===== config.mk =====
export PLATFORM = sky130hd
export DESIGN_NAME = bist_controller_flat
export DESIGN_NICKNAME = d
export VERILOG_FILES = /design/src/rtl/bist_pkg.sv /design/src/rtl/bist_controller_if.sv /design/src/rtl/bist_vec_rom.sv /design/src/rtl/bist_controller.sv /design/src/flat_wrapper.sv
export SDC_FILE = /design/constraint.sdc
export NUM_CORES = 1
export LEC_CHECK = 0
export ABC_AREA = 1
export CAP_MARGIN = 20
export CORE_MARGIN = 5
export CORE_UTILIZATION = 52
export DETAILED_ROUTE_END_ITERATION = 16
export PLACE_DENSITY_LB_ADDON = 0.08
export SYNTH_ARGS = -nofsm -noshare
export SYNTH_HDL_FRONTEND = slang
export SYNTH_SLANG_ARGS = --single-unit

===== constraint.sdc =====
create_clock -name clk -period 1.7 [get_ports clk]
set_input_delay 0.255 -clock clk [delete_from_list [all_inputs] [get_ports clk]]
set_output_delay 0.255 -clock clk [all_outputs]
set_load 0.05 [all_outputs]

===== src/rtl/bist_pkg.sv =====
// Shared types for the BIST controller: FSM states, golden vector layout.
// Build option: BIST_STOP_ON_ERROR_EN ends a run at the first mismatch.
package bist_pkg;

  localparam int NUM_VEC_DEF = 8;

  typedef enum logic [1:0] {
    IDLE,
    APPLY,
    CHECK,
    DONE
  } state_t;

  typedef struct packed {
    logic a;
    logic b;
    logic c;
    logic y_exp;
  } vec_t;

  function automatic int idx_w(int n);
    return (n > 1) ? $clog2(n) : 1;
  endfunction

endpackage


===== src/rtl/bist_controller_if.sv =====
// Stimulus/response and status bundle between the BIST controller
// and the logic around it (function under test, status readers).
interface bist_controller_if #(
  parameter int NUM_VEC = bist_pkg::NUM_VEC_DEF
);
  localparam int EW = $clog2(NUM_VEC + 1);
  localparam int FW = bist_pkg::idx_w(NUM_VEC);

  logic          start;
  logic          y;
  logic          a;
  logic          b;
  logic          c;
  logic          busy;
  logic          done;
  logic          pass;
  logic [EW-1:0] err_cnt;
  logic [FW-1:0] first_fail;

  modport master (
    input  start, y,
    output a, b, c,
    output busy, done, pass,
    output err_cnt, first_fail
  );

  modport slave (
    output start, y,
    input  a, b, c,
    input  busy, done, pass,
    input  err_cnt, first_fail
  );

endinterface


===== src/rtl/bist_vec_rom.sv =====
// Golden vector table: {a,b,c} is the index, y is high for 0, 4 and 5.
// Purely combinational lookup.
module bist_vec_rom
  import bist_pkg::*;
(
  input  logic [2:0] idx,
  output vec_t       vec
);

  always_comb begin
    vec.a     = idx[2];
    vec.b     = idx[1];
    vec.c     = idx[0];
    vec.y_exp = 1'b0;
    unique case (1'b1)
      idx == 3'd0,
      idx == 3'd4,
      idx == 3'd5: vec.y_exp = 1'b1;
      default:     vec.y_exp = 1'b0;
    endcase
  end

endmodule


===== src/rtl/bist_controller.sv =====
// Walks the golden table through an external function and counts misses.
// Build option: BIST_STOP_ON_ERROR_EN ends the run at the first mismatch.
module bist_controller
  import bist_pkg::*;
#(
  parameter int NUM_VEC       = NUM_VEC_DEF,
  parameter int SETTLE_CYCLES = 1
) (
  input logic         clk,
  input logic         reset,
  bist_controller_if.master bus
);

  localparam int EW = $clog2(NUM_VEC + 1);
  localparam int FW = idx_w(NUM_VEC);

  localparam logic [FW-1:0] LAST_IDX =
    FW'(NUM_VEC - 1);
  localparam logic [3:0] SET_LAST =
    4'(SETTLE_CYCLES - 1);

  state_t        state;
  logic [FW-1:0] vec_idx;
  logic [3:0]    settle;
  vec_t          cur;
  logic          busy;
  logic          done;
  logic          pass;
  logic [EW-1:0] err_cnt;
  logic [FW-1:0] first_fail;

  logic [2:0]    rom_idx;
  vec_t          rom_vec;
  logic          miss;
  logic          last;
  logic          stop;
  logic [EW-1:0] err_nxt;

  // ROM is addressed with the vector that the next load will need.
  always_comb begin
    rom_idx = 3'd0;
    if (state == CHECK)
      rom_idx = 3'(vec_idx + 1'b1);
  end

  bist_vec_rom u_rom (
    .idx (rom_idx),
    .vec (rom_vec)
  );

  assign miss    = bus.y != cur.y_exp;
  assign last    = vec_idx == LAST_IDX;
  assign err_nxt = err_cnt + EW'(miss);

`ifdef BIST_STOP_ON_ERROR_EN
  assign stop = miss;
`else
  assign stop = 1'b0;
`endif

  always_ff @(posedge clk or negedge reset) begin
    if (!reset) begin
      state      <= IDLE;
      vec_idx    <= '0;
      settle     <= '0;
      cur        <= '0;
      busy       <= 1'b0;
      done       <= 1'b0;
      pass       <= 1'b0;
      err_cnt    <= '0;
      first_fail <= '0;
    end else begin
      unique case (state)
        IDLE, DONE: begin
          if (bus.start) begin
            state      <= APPLY;
            vec_idx    <= '0;
            settle     <= '0;
            err_cnt    <= '0;
            first_fail <= '0;
            cur        <= rom_vec;
            busy       <= 1'b1;
            done       <= 1'b0;
            pass       <= 1'b0;
          end
        end
        APPLY: begin
          if (settle == SET_LAST) begin
            settle <= '0;
            state  <= CHECK;
          end else begin
            settle <= settle + 4'd1;
          end
        end
        CHECK: begin
          err_cnt <= err_nxt;
          if (miss && err_cnt == '0)
            first_fail <= vec_idx;
          if (last || stop) begin
            state <= DONE;
            busy  <= 1'b0;
            done  <= 1'b1;
            pass  <= err_nxt == '0;
          end else begin
            state   <= APPLY;
            vec_idx <= vec_idx + 1'b1;
            cur     <= rom_vec;
          end
        end
        default: state <= IDLE;
      endcase
    end
  end

  assign bus.a          = cur.a;
  assign bus.b          = cur.b;
  assign bus.c          = cur.c;
  assign bus.busy       = busy;
  assign bus.done       = done;
  assign bus.pass       = pass;
  assign bus.err_cnt    = err_cnt;
  assign bus.first_fail = first_fail;

endmodule


===== src/flat_wrapper.sv =====
// flat-port wrapper written by rule: the top's interface ports become plain ports
module bist_controller_flat import bist_pkg::*;
#(
  parameter int NUM_VEC       = NUM_VEC_DEF,
  parameter int SETTLE_CYCLES = 1
)
  (clk, reset, bus_start, bus_y, bus_a, bus_b, bus_c, bus_busy, bus_done, bus_pass, bus_err_cnt, bus_first_fail);
  bist_controller_if #(.NUM_VEC(NUM_VEC)) bus_i ();
  input logic clk;
  input logic reset;
  input wire logic [$bits(bus_i.start)-1:0] bus_start;
  input wire logic [$bits(bus_i.y)-1:0] bus_y;
  output wire logic [$bits(bus_i.a)-1:0] bus_a;
  output wire logic [$bits(bus_i.b)-1:0] bus_b;
  output wire logic [$bits(bus_i.c)-1:0] bus_c;
  output wire logic [$bits(bus_i.busy)-1:0] bus_busy;
  output wire logic [$bits(bus_i.done)-1:0] bus_done;
  output wire logic [$bits(bus_i.pass)-1:0] bus_pass;
  output wire logic [$bits(bus_i.err_cnt)-1:0] bus_err_cnt;
  output wire logic [$bits(bus_i.first_fail)-1:0] bus_first_fail;
  assign bus_i.start = bus_start;
  assign bus_i.y = bus_y;
  assign bus_a = bus_i.a;
  assign bus_b = bus_i.b;
  assign bus_c = bus_i.c;
  assign bus_busy = bus_i.busy;
  assign bus_done = bus_i.done;
  assign bus_pass = bus_i.pass;
  assign bus_err_cnt = bus_i.err_cnt;
  assign bus_first_fail = bus_i.first_fail;
  bist_controller #(.NUM_VEC(NUM_VEC), .SETTLE_CYCLES(SETTLE_CYCLES)) u_core (.clk(clk), .reset(reset), .bus(bus_i));
endmodule

# Word-level counts from Yosys, hierarchy flattened
# Index checks and enable logic that the tools add are counted.
dict set report word_totals {
  mem_count 0
  ram_bits 0
  romBits 0
  latch_bits 0
  register_bits 23
}
dict set report op_classes {
  div 0
  reduce_logical 16
  eq_ne 12
  muxes 26
  mul 0
  order_cmp 0
  addsub 3
  bitwise_logic 0
  shifts 0
}
# op count
set ops {}
lappend ops {{$pmux W4 S2} 3}
lappend ops {{$mux W4} 4}
lappend ops {{$logic_not A4 Y1} 3}
lappend ops {{$mux W3} 4}
lappend ops {{$pmux W3 S2} 2}
lappend ops {{$eq A3 B3 Y1 const B} 3}
lappend ops {{$reduce_and A3 Y1} 3}
lappend ops {{$mux W1} 6}
lappend ops {{$mux W2} 3}
lappend ops {{$ne A2 B2 Y1 const B} 3}
lappend ops {{$pmux W1 S2} 3}
lappend ops {{$pmux W2 S3} 1}
lappend ops {{$reduce_and A2 Y1} 3}
lappend ops {{$add A4 B1 Y4} 1}
lappend ops {{$add A4 B1 Y4 const B} 1}
lappend ops {{$eq A2 B2 Y1 const B} 2}
lappend ops {{$ne A2 B1 Y1 const B} 2}
lappend ops {{$reduce_bool A2 Y1} 2}
lappend ops {{$add A3 B1 Y3 const B} 1}
lappend ops {{$logic_not A3 Y1} 1}
lappend ops {{$reduce_or A3 Y1} 1}
lappend ops {{$eq A2 B1 Y1 const B} 1}
lappend ops {{$logic_not A2 Y1} 1}
lappend ops {{$reduce_or A2 Y1} 1}
lappend ops {{other kinds (2)} 2}

# Logic depth before layout (Yosys ltp)
dict set report depth {
  word_depth 7
  depth_mapped 8
  depth_no_buf 8
}

# By module
# A second synthesis with hierarchy kept.
dict set report hier_totals {
  cells_unflattened 153
  hier_area_um2 1258.7
}
# mod cells_per_inst seq_area_each_um2 n_inst area_each_um2
set modules_own_cells {}
lappend modules_own_cells {bist_controller 148 575.6 1 1223.7}
lappend modules_own_cells {bist_vec_rom 5 0.0 1 35.0}

# Worst setup path after synthesis
# No wires, ideal clock.
dict set report synth_path {
  path_kind {register -> register}
  start {reg u_core.vec_idx[0]}
  end {reg u_core.cur[0] (netlist name)}
  arrival_ns 1.480
  synth_period_minus_slack_ns 1.604
  required_time_ns 1.576
  setup_slack_ns 0.096
  path_stages_with_launch 5
  setup_ns 0.124
  path_cell_list {dfrtp_1 -> ha_1 -> ha_1 -> o31ai_1 -> o21ai_2}
}
dict set report synth_between {
  elab_chain_len 7
}
# item line
set synth_rtl {}
lappend synth_rtl {{from (decl)} bist_controller.sv:23} ;# logic [FW-1:0] vec_idx;
lappend synth_rtl {{from (signal assigned)} bist_controller.sv:106} ;# vec_idx <= vec_idx + 1'b1;
lappend synth_rtl {{$add A3 B1 Y3} bist_controller.sv:43} ;# rom_idx = 3'(vec_idx + 1'b1);
lappend synth_rtl {{$mux W3} bist_controller.sv:42} ;# if (state == CHECK)
lappend synth_rtl {{$eq A3 B3 Y1 (tied with other cells)} bist_vec_rom.sv:17} ;# idx == 3'd4,
lappend synth_rtl {{$reduce_or A3 Y1} bist_vec_rom.sv:15} ;# unique case (1'b1)
lappend synth_rtl {{$mux W1} bist_vec_rom.sv:15}
lappend synth_rtl {{$mux W4, on equally long branches} {bist_controller.sv:99, bist_controller.sv:75}}
lappend synth_rtl {{$pmux W4 S2} bist_controller.sv:73} ;# unique case (state)
lappend synth_rtl {{to (signal assigned)} bist_controller.sv:81} ;# cur <= rom_vec;
lappend synth_rtl {{to (signal assigned)} bist_controller.sv:107} ;# cur <= rom_vec;
lappend synth_rtl {{to (decl)} bist_controller.sv:25} ;# vec_t cur;
# Several ways; a longest one is shown, not always the timed one. The select of a mux whose other input is x is not followed.
# A chain may end at the register's enable or synchronous reset.

# Worst setup path in the final report
dict set report layout_path {
  start {reg u_core.state[0]}
  end {reg u_core.busy, in the netlist u_core.bus.busy}
}
dict set report layout_between {
  elab_chain_len 4
}
# item line
set layout_rtl {}
lappend layout_rtl {{from (decl)} bist_controller.sv:22} ;# state_t state;
lappend layout_rtl {{from (signal assigned)} bist_controller.sv:63} ;# state <= IDLE;
lappend layout_rtl {{from (signal assigned)} bist_controller.sv:76} ;# state <= APPLY;
lappend layout_rtl {{from (signal assigned)} bist_controller.sv:90} ;# state <= CHECK;
lappend layout_rtl {{$eq A2 B2 Y1 / $logic_not A2 Y1 (equally long branches)} bist_controller.sv:73}
lappend layout_rtl {{$reduce_or A2 Y1} bist_controller.sv:73}
lappend layout_rtl {{$ne A2 B2 Y1 (no source line) / $reduce_bool A2 Y1 (equally long branches)} -}
lappend layout_rtl {{$reduce_and A3 Y1 (no source line)} -}
lappend layout_rtl {{to (signal assigned)} bist_controller.sv:67} ;# busy <= 1'b0;
lappend layout_rtl {{to (signal assigned)} bist_controller.sv:82} ;# busy <= 1'b1;
lappend layout_rtl {{to (signal assigned)} bist_controller.sv:101} ;# busy <= 1'b0;
lappend layout_rtl {{to (decl)} bist_controller.sv:26} ;# logic busy;
# Several ways; a longest one is shown, not always the timed one.

==> impl_metrics.env <==
export IMPL_peakVddDrop_mv=0.784
export IMPL_p_leak_nw=0.688
export IMPL_synth_distinct_cells=19
export IMPL_die_area_sq_um=3060
export IMPL_place_congestion=0.807
export IMPL_wl_per_cell_um=12.2
export IMPL_core_area_sq_um=1960
export IMPL_numCtsBuffers=3
export IMPL_critPathSlowestCell="dfrtp_1"
export IMPL_setup_slack_ps=161
export IMPL_swShare_pct=46.6
export IMPL_clockBufferDepth=2
export IMPL_cp_start_kind="flop"
export IMPL_grt_usage_pct=14.2
export IMPL_cp_required_ps=1880
export IMPL_cpPeakStageDelay_ps=420
export IMPL_outcome="finished, final reports clean"
export IMPL_syn_inst=122
export IMPL_synth_commonest_cells="nand2_1 (34), dfrtp_1 (20), inv_1 (14)"
export IMPL_drtIter0Drc=18
export IMPL_p_sw_w=0.000846
export IMPL_intPower_w=0.000968
export IMPL_pin_count=17
export IMPL_grt_ovfl_total=0
export IMPL_diodes=0
export IMPL_hold_class="input port to async pin"
export IMPL_cts_resized=0
export IMPL_ff_latch_area_sq_um=500
export IMPL_rr_startpoint="u_core.state[0]$_DFFE_PN0P_"
export IMPL_rsz0062_at_grt="false"
export IMPL_std_cell_rows=16
export IMPL_synthFlopType="dfrtp_1"
export IMPL_yosysMostFrequentCell="nand2_1"
export IMPL_synth_top_area_share_pct=46.9
export IMPL_first_pass_iters=4
export IMPL_tns_ps=0
export IMPL_finalHoldViolCount=0
export IMPL_post_cts_buffers=0
export IMPL_placed_area_sq_um=1240
export IMPL_cts_root_buf="clkbuf_4"
export IMPL_synth_fp_nets=135
export IMPL_syn2layout_area_growth_pct=19.2
export IMPL_initial_core_util_pct=54.4
export IMPL_fin_skew_ps=5.03
export IMPL_synth_enable_flop_cells=0
export IMPL_place_hpwl_mm=1.59
export IMPL_end_kind="flop"
export IMPL_viasPerCell=5.04
export IMPL_power_density_nw_per_um2=1430
export IMPL_p_seq_share_pct=35.9
export IMPL_dp_slack_ps=-68.2
export IMPL_drive_gt1_share_pct=21.0
export IMPL_clkTransAtPathRegs_ps=120
export IMPL_hold_buffers=0
export IMPL_rrSetupSlack_ps=160
export IMPL_fmax_mhz=650
export IMPL_syn_area_sq_um=1070
export IMPL_cts_tree="yes"
export IMPL_post_route_min_period_ps=1540
export IMPL_finalNetCount=157
export IMPL_dieWidth_um=55.3
export IMPL_port_buffer_count=16
export IMPL_crit_fanout=7
export IMPL_drv_slew=0
export IMPL_tightest_slew_ps=305
export IMPL_path_cells="inv_1 > ha_1 > nand2_2 > nand2_2 > nand2_4 > o21ai_2 > nand2_1 > o21ai_1"
export IMPL_placed_cells=166
export IMPL_r2r_end="u_core.bus.busy$_DFFE_PN0P_"
export IMPL_antenna_found_initial=0
export IMPL_synthTopCellsByArea="dfrtp_1 (47%), nand2_1 (12%), ha_1 (11%)"
export IMPL_num_vias=857
export IMPL_synth_area_per_cell_sq_um=8.75
export IMPL_grt_pass1_wl_mm=3.65
export IMPL_fin_util_pct=64.9
export IMPL_multi_input_area_sq_um=510
export IMPL_clkSinkCount=20
export IMPL_wl_mm=2.07
export IMPL_grt_pass1_vias=846
export IMPL_clock_latency_ps=300
export IMPL_async_flop_share_pct=100
export IMPL_period_share_pct=90.5
export IMPL_fill_cells=189
export IMPL_maxCapViolations=0
export IMPL_ys_warnings_count=0
export IMPL_synth_seq_cells=20
export IMPL_drc=0
export IMPL_die_h_um=55.3
export IMPL_grt_start_max_net_pins=21
export IMPL_yosys_area_top_type="dfrtp_1"
export IMPL_final_area_sq_um=1270
export IMPL_yosysSeqAreaShare_pct=46.9
export IMPL_fin_cells=170
export IMPL_slew_headroom_pct=79.6
export IMPL_clkPwrFrac_pct=15.3
export IMPL_setup_violations=0
export IMPL_combPwrFrac_pct=48.8
export IMPL_htree_levels=1
export IMPL_ant_nets=0
export IMPL_ff2ff_path_depth=8
export IMPL_timing_worst_setup_path_type="flop to flop"
export IMPL_crit_arrival_ps=1720
export IMPL_crit_top_cell="nand2_2"
## sequential cells by signal (all words and copies together), names as in the netlist
signal,count
u_core.vec_idx,3
u_core.state,2
u_core.bus.done,1
u_core.bus.pass,1
u_core.bus.err_cnt,4
u_core.bus.busy,1
u_core.settle,4
u_core.cur,1
u_core.bus.first_fail,3
## worst max-delay path by stage
stage                     slack, ps                     startpoint                           to  cells past startpoint
after detailed placement        -70                          bus_y  u_core.bus.pass$_DFFE_PN0P_                      9
after global routing             30    u_core.state[0]$_DFFE_PN0P_    u_core.cur[0]$_DFFE_PN0P_                      8
after global placement          -30                          bus_y  u_core.bus.pass$_DFFE_PN0P_                      9
final                           160    u_core.state[0]$_DFFE_PN0P_  u_core.bus.busy$_DFFE_PN0P_                      8
after CTS                       160    u_core.state[0]$_DFFE_PN0P_  u_core.bus.busy$_DFFE_PN0P_                      8
after floorplan                 100  u_core.vec_idx[0]$_DFFE_PN0P_    u_core.cur[0]$_DFFE_PN0P_                      4
## worst max-delay path, delay by kind of cell (launching register included)
family	cells	cell delay, ps
and+or+nand+nor	4	460
DFF	1	420
adders and majority gates	1	320
AOI/OAI and AO/OA	2	160
buffers and inverters	1	60
## placed cells by master (no fill, tap or decap), drive strengths merged, types with 3 or more instances in the layout
cell,count
clkdlybuf4s50,3
dfrtp,20
nand2,40
inv,15
nand3,8
nor2,6
o21ai,14
ha,9
clkbuf,4
buf,14
## metrics by stage
step	total power, W	hold WS (ps)
after detailed placement	0.00155	460
after global routing	0.00194	314
after CTS	0.00183	289
final	0.00181	280
after floorplan	0.00131	-40.6
after global placement	0.00152	455
## power by group through the flow
stage	combinational, W	clock [W]	sequential, W
6_report	0.000885	0.000278	0.000651
5_1_grt	0.000974	0.000299	0.000669
4_1_cts	0.000897	0.000285	0.000652
3_5_place_dp	0.000886	0	0.000660
3_3_place_gp	0.000867	0	0.000652
2_1_floorplan	0.000477	0	0.000830
## kinds of logic (layout without fill, tap and decap cells)
logic type,after synthesis,count (layout),synth area share [%]
AO/OA/AOI/OAI,19,19,11.0
adder cells (fa/ha/maj),9,9,10.6
buffers and inverters,15,36,5.28
AND/OR/NAND/NOR,56,56,23.8
XOR/XNOR,3,3,2.46
flip-flops,20,20,46.9
## area by class of cell
cell class	count	share of cell area, %
sequential	20	39.3
tap	27	2.65
timing repair buffer	17	10.6
inverter	15	4.42
multi-input combinational	87	40.1
clock buffer	4	2.85
## per-layer routing
| layer | part of all wire (%) | wire (um) | global-route usage [%] | vias to the layer above |
|---|---|---|---|---|
| met5 | 0 | 0 | 0 | - |
| met3 | 3.8 | 79 | 2.33 | 2 |
| met4 | 0.48 | 10 | 3.13 | 0 |
| met2 | 52 | 1070 | 25.8 | 17 |
| li1 | - | - | - | 437 |
| met1 | 44 | 908 | 17.4 | 401 |
(Power assumes the default switching activity.)
